$ cat src/rtl/stopwatch_ctrl.sv
// Stopwatch control: synchronizes and debounces the board buttons/switch and sequences
// the min:sec.tenths counter (clear, enable per tenths tick, direction) without ever wrapping it.
module stopwatch_ctrl #(
    parameter int DB_CNT   = 1_000_000,
    parameter int TICK_DIV = 10_000_000
) (
    input  logic       clk,
    input  logic       clr_n,
    input  logic       btn_start,
    input  logic       btn_reset,
    input  logic       sw_up,
    input  logic [3:0] min,
    input  logic [3:0] secmsd,
    input  logic [3:0] seclsd,
    input  logic [3:0] ten,
    output logic       cnt_clr,
    output logic       cnt_en,
    output logic       cnt_up,
    output logic       running,
    output logic [1:0] state
);

    typedef enum logic [1:0] {
        IDLE  = 2'd0,
        RUN   = 2'd1,
        PAUSE = 2'd2,
        DONE  = 2'd3
    } state_t;

    localparam int CW = $clog2(DB_CNT + 1);
    localparam int PW = $clog2(TICK_DIV + 1);
    localparam logic [CW-1:0] DB_LAST   = CW'(DB_CNT - 1);
    localparam logic [PW-1:0] TICK_LAST = PW'(TICK_DIV - 1);

    state_t        st, st_next;
    logic [2:0]    sync1, sync2, lvl;
    logic [1:0]    lvl_d, press;
    logic [CW-1:0] dbc [3];
    logic [PW-1:0] presc;
    logic          at_limit, tick, start_p, reset_p;
    logic          clr_next, en_next, up_next;

    // Bit 0 = start, bit 1 = reset, bit 2 = direction switch
    always_ff @(posedge clk or negedge clr_n) begin
        if (!clr_n) begin
            sync1 <= '0;
            sync2 <= '0;
            lvl   <= 3'b100;
            lvl_d <= '0;
            press <= '0;
            for (int i = 0; i < 3; i++) dbc[i] <= '0;
        end else begin
            sync1 <= {sw_up, btn_reset, btn_start};
            sync2 <= sync1;
            for (int i = 0; i < 3; i++) begin
                if (sync2[i] != lvl[i]) begin
                    if (dbc[i] == DB_LAST) begin
                        lvl[i] <= sync2[i];
                        dbc[i] <= '0;
                    end else begin
                        dbc[i] <= dbc[i] + 1'b1;
                    end
                end else begin
                    dbc[i] <= '0;
                end
            end
            lvl_d <= lvl[1:0];
            press <= lvl[1:0] & ~lvl_d;
        end
    end

    assign start_p  = press[0];
    assign reset_p  = press[1];
    assign at_limit = cnt_up ? ({min, secmsd, seclsd, ten} == 16'h9599)
                             : ({min, secmsd, seclsd, ten} == 16'h0000);
    assign tick     = (st == RUN) && (presc == TICK_LAST);

    // Prescaler idles at zero outside RUN, so every entry to RUN starts a full tick period
    always_ff @(posedge clk or negedge clr_n) begin
        if (!clr_n) begin
            presc <= '0;
        end else if (st != RUN || tick) begin
            presc <= '0;
        end else begin
            presc <= presc + 1'b1;
        end
    end

    always_comb begin
        st_next  = st;
        clr_next = 1'b0;
        en_next  = 1'b0;
        up_next  = (st != RUN) ? lvl[2] : cnt_up;
        if (reset_p) begin
            st_next  = IDLE;
            clr_next = 1'b1;
        end else begin
            case (st)
                IDLE:    if (start_p && !at_limit) st_next = RUN;
                RUN: begin
                    if (start_p) begin
                        st_next = PAUSE;
                    end else if (tick) begin
                        if (at_limit) st_next = DONE;
                        else          en_next = 1'b1;
                    end
                end
                PAUSE:   if (start_p && !at_limit) st_next = RUN;
                default: st_next = st;
            endcase
        end
    end

    always_ff @(posedge clk or negedge clr_n) begin
        if (!clr_n) begin
            st      <= IDLE;
            cnt_clr <= 1'b1;
            cnt_en  <= 1'b0;
            cnt_up  <= 1'b1;
            running <= 1'b0;
        end else begin
            st      <= st_next;
            cnt_clr <= clr_next;
            cnt_en  <= en_next;
            cnt_up  <= up_next;
            running <= (st_next == RUN);
        end
    end

    assign state = st;

endmodule

$ cat config.mk
export PLATFORM = sky130hd
export DESIGN_NAME = stopwatch_ctrl
export DESIGN_NICKNAME = d
export VERILOG_FILES = /design/src/rtl/stopwatch_ctrl.sv
export SDC_FILE = /design/constraint.sdc
export NUM_CORES = 1
export LEC_CHECK = 0
export ABC_AREA = 1
export ABC_CLOCK_PERIOD_IN_PS = 4900
export BUFFER_PORTS_ARGS = -buffer_cell sky130_fd_sc_hd__clkbuf_2
export CORE_MARGIN = 3
export CORE_UTILIZATION = 65
export DETAILED_ROUTE_END_ITERATION = 12
export HOLD_SLACK_MARGIN = 0.08
export PLACE_DENSITY = 0.84
export SLEW_MARGIN = 25
export SYNTH_ARGS = -nofsm -noshare
export SYNTH_HDL_FRONTEND = slang
export SYNTH_SLANG_ARGS = --single-unit
$ cat constraint.sdc
create_clock -name clk -period 4.9 [get_ports clk]
set_clock_uncertainty 0.15 [all_clocks]
set_input_delay 0.98 -clock clk [delete_from_list [all_inputs] [get_ports clk]]
set_output_delay 0.98 -clock clk [all_outputs]
set_load 0.05 [all_outputs]
==> metrics.md <==
| Metric | Value |
|---|---|
| Sw Pwr | 338.0 uW |
| Die area | 9600 um^2 |
| Largest cells by area after synthesis | dfrtp_1, nor2_1, nand2_1, inv_1, xor2_1 |
| Stages on worst setup path | 1 |
| Share of power burned in registers | between 50% and 60% |
| Peak Freq | approximately 0.42 GHz |
| Kind of critical path | reg2out |
| Gr usage total | 25.05% |
| Mux cell area share after synthesis | 0.2048% |
| H-tree lvl count | 3 |
| Post-Syn Instances | ~700 |
| Gp weighted congestion | 0.9585 |
| Initial antenna violation count | 0 |
| DRT antenna net count | 0 |
| Power Total | 1465 uW |
| Peak supply drop | 203.0 uV |
| WP data arrival | 1.26 ns |
| Number of instances in the placed design | 810 |
| CP Max Fanout | 4 |
| Pwr Density | 245.9 nW/um^2 |
| DRC viols | 0 |
| Hold buffers post-CTS | 0 |
| Clock latency on the worst-skew pair | 0.37 ns |
| CTS tree | built |
| Via count | 4608 |
| Synth Warn # | 0 |
| Core area | 7968 um^2 |
| CTS max path bufs | 2 |
| Worst Tran Pin Value | a little over 0.8 ns |
| # rows | 32 |
| Synth top area share | 45.51% |
| R2r worst-path depth | 7 |
| CP cell instances | clkbuf_2 |
| Final hold violation count | 0 |
| Net Sw Frac | ~23% |
| Pins Over Slew Limit | 0 |
| # Max-Cap Violations | 0 |
| Synth Area in Adders | 0.9101% |
| Cell variety after synth | 41 |
| First-pass DRT Iterations | 5 |
| LEAKAGE | 0.002719 uW |
| DR iter-0 viols | 271 |
| Crit. End Element | primary output |
| Setup repair bufs after CTS | 0 |
| Post-synth top area cell | dfrtp_1 |
| Top delay family on crit path | flip-flops |
| Crit path time final | 2.386 ns |
| Share of cells above drive strength 1 | between 10% and 20% |
| Most used DFF post-synth | dfrtp_1 |
| FFs w/ async S/R, synth | 100.0% |
| Crit path buffers/inverters | 1 |
| Status | completed |
| Synth Area in Compound Gates | 3.117% |
| Worst Hold Class | reg2reg |
| # setup viols final | 0 |
| Worst R2R Setup Slack | 2.58 ns |
| Die width | between 90 and 100 um |
| First-pass GRT wire length | between 15000 and 20000 um |
| Final period utilization | 48.70% |
| Count of state elements after synthesis | 103 |
| Seq/Total Area, Yosys | a little under half |
| Worst Setup Slack, final | approximately 2.5 ns |
| EDFF count, synth | 0 |
| Ant diodes | 0 |
| Vias per cell | 5.579 |
| Grt total ovfl | 0 |
| Average wire per cell in the routed design | 13.82 um |
| Finished Layout Cells | between 800 and 900 |
| CTS root buf | clkbuf_8 |
| Worst R2R End | presc[4] |
| RSZ-0062 raised after global routing | no |
| Die H | 97.98 um |
| Final TNS setup | 0 ns |
| Clock Power Share | between 30% and 40% |
| Post-Syn Area per Cell | 8.040 um^2 |
| Crit path to | cnt_up |
| Num ports | 27 |
| Simple-Gate Fraction of Synth Area | a little over a third |
| Layout Nets | 744 |
| Slew HR | 45.80% |
| Combinational power share | roughly 3.8% |
| CP startpoint kind | register |
| CP required | 3.77 ns |
| Final core utilization | 74.76% |
| DP Worst Slack | 2.617 ns |
| Clk slew on worst S/H paths | 0.10 ns |
| RR Startpoint | presc[0] |
| Max incr delay on CP | 0.60 ns |
| P_int | 1127 uW |
| Post-Route WL | 11420 um |
| Area growth syn-to-layout | 8.328% |
| Cts bufs inserted | 9 |
| Total clock sinks | 103 |
| Syn_nets | 709 |
| Largest family of logic cells by synthesized area | simple AND/OR/NAND/NOR gates |
| Slowest CP cell | dfstp_2 |
| Dpl hpwl | just over 8000 um |
| CP startpoint | cnt_up |
| Port buffer count | 26 |
| Initial Util | 69.02% |
| Vias in the first global route | 4520 |
| Synth Cell Area | 5499 um^2 |
| Post-Synth XOR/XNOR Area | 7.327% |
| # resized after CTS | 0 |
| Largest net degree at the start of global routing | 79 |
worst min path at each step:
stage / startpoint / to / slack, ns / depth (start not counted)
after detailed placement: sync1[2] / sync2[2] / 0.19 / 0
final: sync1[0] / sync2[0] / 0.21 / 0
after floorplan: sync1[0] / sync2[0] / 0.18 / 0
after global routing: sync1[2] / sync2[2] / 0.22 / 0
after global placement: sync1[1] / sync2[1] / 0.18 / 0
after CTS: sync1[2] / sync2[2] / 0.22 / 0
per-stage QoR:
stage	area, um^2	hold WS, ns
after floorplan	5499	0.1812
after global placement	5748	0.1837
after detailed placement	5748	0.1943
after CTS	5953	0.2163
after global routing	5957	0.2216
final	5957	0.2129
final cells by class:
class	instances	area, um^2
Clock inverter	6	67.56
Fill cell	592	2011
Inverter	84	315.3
Timing Repair Buffer	27	143.9
Clock buffer	10	137.6
Tap cell	102	127.6
Sequential cell	103	2581
Multi-Input combinational cell	494	2584
placed cells by master (no fill, tap or decap), drive strengths merged:
cell type	synthesis	layout
bufinv	0	1
a31oi	2	2
inv	84	85
a21o	4	4
mux2	1	1
ha	4	4
dfrtp	100	100
clkinvlp	0	2
nor3	37	37
a21oi	13	13
o21ai	5	5
nor2	159	159
or2	4	4
xnor2	15	15
nor3b	6	6
o21bai	1	1
xor2	31	31
nand4	18	18
nand2	130	130
and2	1	1
dfstp	3	3
a211oi	1	1
clkinv	0	2
a41oi	1	1
nand3	46	46
o21a	2	2
buf	2	2
nand3b	5	5
clkbuf	1	35
and3	2	2
nor4	6	6
layer usage:
metal | part of all wire [%] | vias to the layer above | global-route usage (%)
li1 | - | 2245 | -
met1 | 44 | 2200 | 32.29
met2 | 50 | 134 | 42.41
met3 | 4.6 | 29 | 5.643
met4 | 2.2 | 0 | 7.561
met5 | 0 | - | 0
state kept, by name, indices dropped and copies added, names as in the netlist, 2 cells and up:
register / flops
lvl: 3
lvl_d: 2
sync2: 3
sync1: 3
presc: 24
state: 2
dbc: 60
press: 2
kinds of logic (layout without fill, tap and decap cells):
group | Yosys count | after routing
multiplexers | 1 | 1
buffers and inverters | 87 | 127
AO/OA/AOI/OAI | 29 | 29
adder cells (fa/ha/maj) | 4 | 4
XOR/XNOR | 46 | 46
flip-flops | 103 | 103
AND/OR/NAND/NOR | 414 | 414
power by group through the flow:
stage                     combinational [uW]  sequential, uW  clock, uW
after detailed placement                55.7             881          0
after global placement                  53.7             880          0
after CTS                               56.1             864        553
final                                   55.0             864        545
after global routing                    64.1             865        588
after floorplan                         23.4             880          0
cell usage after synthesis, types with 2 or more instances:
cell	number
or2_2	2
xnor2_1	15
nor3b_1	5
nand3_2	5
inv_1	76
nand3b_1	4
dfrtp_1	100
a21oi_1	13
o21a_1	2
dfstp_2	3
and3_1	2
nand3_1	41
nand4_1	18
inv_2	8
nand2_1	124
nor4_1	6
ha_1	4
xor2_1	31
nor2_2	6
a31oi_1	2
nor3_2	10
a21o_1	4
nor2_1	152
nand2_2	5
buf_4	2
nor3_1	23
nor3_4	4
o21ai_0	4
Note: power is estimated with default switching activity, not from simulation.
